File: src/rtl/regfile_mp.sv
// Multi-port integer register file with pending-write scoreboard and a
// hardware clear sequencer that zeroes the array after reset or on request.
//
// Ports:
//   clk, reset      clock; asynchronous active-high reset
//   rd_addr/rd_data NRD combinational read ports (x0 reads 0)
//   rd_pending      per read port: register has an outstanding write
//   wr_en/addr/data NWR write ports; highest-index port wins on conflict
//   sb_set_en/addr  mark a destination register pending at issue
//   clear_req       one-cycle pulse requesting a full clear
//   busy            clear sequence active; writes and sets ignored
//
// Build option: REGFILE_WR_BYPASS_EN forwards same-cycle write data
// to matching reads while idle.

module regfile_mp #(
  parameter int XLEN  = 32,
  parameter int NREGS = 32,
  parameter int NRD   = 2,
  parameter int NWR   = 1
) (
  input  logic                           clk,
  input  logic                           reset,
  input  logic [NRD*$clog2(NREGS)-1:0]   rd_addr,
  output logic [NRD*XLEN-1:0]            rd_data,
  output logic [NRD-1:0]                 rd_pending,
  input  logic [NWR-1:0]                 wr_en,
  input  logic [NWR*$clog2(NREGS)-1:0]   wr_addr,
  input  logic [NWR*XLEN-1:0]            wr_data,
  input  logic                           sb_set_en,
  input  logic [$clog2(NREGS)-1:0]       sb_set_addr,
  input  logic                           clear_req,
  output logic                           busy
);

  localparam int AW = $clog2(NREGS);
  localparam logic [AW-1:0] LAST = AW'(NREGS - 1);

  typedef enum logic {
    IDLE  = 1'b0,
    CLEAR = 1'b1
  } state_t;

  state_t            state_q, state_d;
  logic [AW-1:0]     ptr_q, ptr_d;
  logic [NREGS-1:0]  pend_q, pend_d;
  logic [XLEN-1:0]   mem [NREGS];

  logic [AW-1:0]     ra;
  logic [NRD*XLEN-1:0] rd_data_c;
  logic [NRD-1:0]    rd_pend_c;

  always_comb begin
    state_d = state_q;
    ptr_d   = ptr_q;
    pend_d  = pend_q;
    unique case (state_q)
      CLEAR: begin
        ptr_d = ptr_q + AW'(1);
        if (ptr_q == LAST) state_d = IDLE;
      end
      IDLE: begin
        for (int j = 0; j < NWR; j++) begin
          if (wr_en[j]) pend_d[wr_addr[j*AW +: AW]] = 1'b0;
        end
        // a set lands after the clears so it wins on the same address
        if (sb_set_en && sb_set_addr != '0)
          pend_d[sb_set_addr] = 1'b1;
        if (clear_req) begin
          state_d = CLEAR;
          ptr_d   = AW'(1);
          pend_d  = '0;
        end
      end
      default: ;
    endcase
    pend_d[0] = 1'b0;
  end

  always_ff @(posedge clk or posedge reset) begin
    if (reset) begin
      state_q <= CLEAR;
      ptr_q   <= AW'(1);
      pend_q  <= '0;
    end else begin
      state_q <= state_d;
      ptr_q   <= ptr_d;
      pend_q  <= pend_d;
    end
  end

  // Array has no reset; the clear walk zeroes it. Later ports
  // overwrite earlier ones through NBA ordering.
  always_ff @(posedge clk) begin
    if (state_q == CLEAR) begin
      mem[ptr_q] <= '0;
    end else begin
      for (int j = 0; j < NWR; j++) begin
        if (wr_en[j] && wr_addr[j*AW +: AW] != '0)
          mem[wr_addr[j*AW +: AW]] <= wr_data[j*XLEN +: XLEN];
      end
    end
  end

  always_comb begin
    rd_data_c = '0;
    rd_pend_c = '0;
    ra        = '0;
    for (int i = 0; i < NRD; i++) begin
      ra = rd_addr[i*AW +: AW];
      if (state_q == IDLE && ra != '0) begin
        rd_data_c[i*XLEN +: XLEN] = mem[ra];
        rd_pend_c[i]              = pend_q[ra];
`ifdef REGFILE_WR_BYPASS_EN
        for (int j = 0; j < NWR; j++) begin
          if (wr_en[j] && wr_addr[j*AW +: AW] == ra) begin
            rd_data_c[i*XLEN +: XLEN] = wr_data[j*XLEN +: XLEN];
            rd_pend_c[i] = sb_set_en && (sb_set_addr == ra);
          end
        end
`endif
      end
    end
  end

  assign rd_data    = rd_data_c;
  assign rd_pending = rd_pend_c;
  assign busy       = (state_q == CLEAR);

endmodule

File: config.mk
export PLATFORM = sky130hd
export DESIGN_NAME = regfile_mp
export DESIGN_NICKNAME = d
export VERILOG_FILES = /design/src/rtl/regfile_mp.sv
export SDC_FILE = /design/constraint.sdc
export NUM_CORES = 1
export LEC_CHECK = 0
export BUFFER_PORTS_ARGS = -buffer_cell sky130_fd_sc_hd__buf_2
export CAP_MARGIN = 20
export CORE_MARGIN = 2
export CORE_UTILIZATION = 40
export CTS_CLUSTER_SIZE = 25
export DETAILED_ROUTE_END_ITERATION = 10
export GPL_ROUTABILITY_DRIVEN = 0
export SLEW_MARGIN = 5
export SYNTH_ARGS = -nofsm -noshare
export SYNTH_HDL_FRONTEND = slang
export SYNTH_SLANG_ARGS = --single-unit
export TNS_END_PERCENT = 20
File: constraint.sdc
create_clock -name clk -period 2.95 [get_ports clk]
set_clock_uncertainty 0.1 [all_clocks]
set_input_delay 0.59 -clock clk [delete_from_list [all_inputs] [get_ports clk]]
set_output_delay 0.59 -clock clk [all_outputs]
set_load 0.02 [all_outputs]
==> flow_summary.json <==
{
  "ir_drop_uv": 535,
  "hold_violations": 0,
  "required_ns": 2.26,
  "path_class": "flip-flop to output port",
  "grt_overflow": 0,
  "ios": 124,
  "violations": "negative setup slack",
  "startpoint_type": "flip-flop",
  "diodes": 0,
  "die_y_um": 357,
  "finalCritPeriodShare_pct": 109,
  "r2r_slack_ns": 0.31,
  "stdcell_area_um2": 60900,
  "crit_slowest_cell": "or4_4",
  "status": "finished with violations",
  "hold-path-endpoint": "pend_q[15]",
  "layout-drive-gt1-share_pct": 44.4,
  "setup_viol": 66,
  "crit_fanout": 6,
  "cts_tree": "done",
  "drtAntennaViolNets": 0,
  "post_dp_cell_area_um2": 55800,
  "fmax_mhz": 310,
  "worst_slack_ns": -0.278,
  "antenna_found_initial": 5,
  "start_util_pct": 40.2,
  "cap_violations": 0,
  "synthFlopType": "edfxtp_1",
  "numCtsBuffers": 112,
  "cp_slowest_stage_delay_ns": 0.49,
  "worstReg2RegEnd": "mem[25][13]",
  "dieArea_um2": 127000,
  "worst_slew_pin_slew_ns": 1.02,
  "synth_area_um2": 49800,
  "vias_per_cell": 6.22,
  "dp_hpwl_mm": 93.0,
  "htreeDepth": 3,
  "grt_max_degree": 50,
  "power_density_nw_per_um2": 680,
  "clock_latency_ns": 0.72,
  "utilization_pct": 49.2,
  "vias": 28600,
  "end_kind": "output port",
  "clockBufferDepth": 3,
  "rr_worst_depth": 6,
  "drc": 0,
  "synthArstFlopShare_pct": 3.49,
  "dr.pass1.iters": 6,
  "grt_pass1_wl_mm": 214,
  "p_leak_uw": 0.0206,
  "area_delta_synth_final_pct": 22.3,
  "period_needed_ns": 3.23,
  "synth_nets": 2489,
  "synthCells": 2430,
  "critPathLaunch": "busy",
  "port_buffers": 123,
  "finalWirelength_mm": 151,
  "cts-root-buf": "clkbuf_16",
  "rsz0062_at_grt": "true",
  "hp-start": "sb_set_addr[2]",
  "track_usage_pct": 23.6,
  "wl_per_cell_um": 32.8,
  "final_common_cell": "edfxtp_1",
  "ys_warn_count": 0,
  "synth_enable_flop_cells": 1024,
  "pre_cts_ws_ns": -0.443,
  "die_w_um": 357,
  "ys_seq_area_share_pct": 63.7,
  "dr.first_iter.drc_count": 3172,
  "drv_slew": 0,
  "rows": 129,
  "nets": 2928,
  "min_path_type": "input pin to flip-flop",
  "syn_avg_cell_area_um2": 20.5,
  "min_path_cells": 3,
  "ys_ff_latch": 1061,
  "cts.clk_slew.worst_paths_ns": 0.06,
  "grt_pass1_vias": 30000,
  "r2r-start": "busy",
  "final_cell_mix": "edfxtp_1 (1024), mux4_2 (526), buf_4 (281)",
  "critPathArrivalTime_ns": 2.54,
  "cts_sinks": 1061,
  "nFillCells": 9938,
  "synth_cell_types": 45,
  "path_cells": "or4_4, buf_12, buf_16, o22a_1, o221ai_2, buf_4",
  "relSlewSlack_pct": 30.1,
  "core_area_um2": 124000
}
-- cells by family after synthesis --
family	synth area share, %
buffers and inverters	1.99
AOI/OAI and AO/OA	3.44
DFF	63.7
adders and majority gates	0.0503
muxes	29.3
and+or+nand+nor	1.47
xor gates and xnor gates	0.0352
-- through the flow --
step,std cells,total power (uW),hold slack (ns),setup TNS [ns]
finish,4595,41400,0.163,-13.52
global route,4595,42700,0.193,-16.24
floorplan,2430,23600,0.382,-386.44
CTS,4576,41500,0.108,-16.68
global placement,4351,27300,0.421,-17.96
detailed placement,4354,27700,0.436,-14.50
-- worst max-delay path: cells and delay by family, from the launching register on --
| family | cells | cell delay (ns) |
|---|---|---|
| buffers and inverters | 3 | 0.55 |
| and+or+nand+nor | 1 | 0.49 |
| DFF | 1 | 0.39 |
| AOI/OAI and AO/OA | 2 | 0.36 |
-- registers in the layout (all words and copies together) (netlist names) --
name and count:
busy 1, mem 1024, pend_q 31, ptr_q 5
-- layer usage --
| layer | wire length, um | share of wire [%] | up-vias | global-route usage, % |
|---|---|---|---|---|
| li1 | - | - | 11600 | - |
| met1 | 60500 | 40 | 15500 | 32.1 |
| met2 | 74500 | 49 | 1285 | 38.8 |
| met3 | 11100 | 7.3 | 255 | 4.01 |
| met4 | 4840 | 3.2 | 4 | 7.97 |
| met5 | 27 | 0.018 | - | 0 |
-- worst max-delay path by stage --
stage	to	slack (ns)	cells past startpoint
6_report	rd_data[52]	-0.28	6
5_1_grt	rd_data[50]	-0.32	7
4_1_cts	rd_data[50]	-0.29	7
3_5_place_dp	rd_data[5]	-0.44	7
3_3_place_gp	rd_data[18]	-0.42	8
2_1_floorplan	mem[16][0]	-0.40	5
-- area by class of cell --
| class | count | area [um2] | share of cell area [%] |
|---|---|---|---|
| Timing Repair Buffer | 518 | 5720 | 9.40 |
| Tap cell | 1637 | 2050 | 3.36 |
| Multi-Input combinational cell | 1172 | 18000 | 29.5 |
| Inverter | 4 | 20.0 | 0.0329 |
| Clock inverter | 55 | 488 | 0.802 |
| Sequential cell | 1061 | 31700 | 52.0 |
| Clock buffer | 148 | 2960 | 4.86 |
-- repair_timing --
item                       4_1_cts  5_1_grt
pin swaps                       47       10
gates cloned                     8        4
buffers inserted                11       15
hold endpoints to repair        35        0
setup endpoints to repair       66       66
resized for setup              161       51
hold buffers                     1        0
-- Yosys cell counts, drive strengths merged, types with 2 or more instances --
cell    number  area, um2
edfxtp    1024      30700
mux4       526      11800
mux2i      275       2750
buf        132        736
o221ai      65        569
o22a        65        569
o21ai       64        320
clkbuf      61        241
a21oi       39        195
nor2        39        149
dfrtp       35        876
and2        32        200
nor3b        9       72.6
nand2        8       30.0
and3b        7       61.3
nand3        6       30.0
and3         5       31.3
nor3         5       30.0
or3          4       25.0
a22o         3       26.3
inv          3       11.3
nand3b       3       22.5
dfstp        2       52.6
ha           2       25.0
nand2b       2       12.5
nand4b       2       17.5
or3b         2       17.5
-- power breakdown --
group	internal, uW	leakage [uW]	switching (uW)	total, uW
Clock	7700	0.00166	5860	13600
Sequential	18700	0.00998	784	19500
Combinational	3570	0.00898	4820	8390
Total	30000	0.0206	11500	41400
No activity file was read; power rests on OpenSTA's default activity.
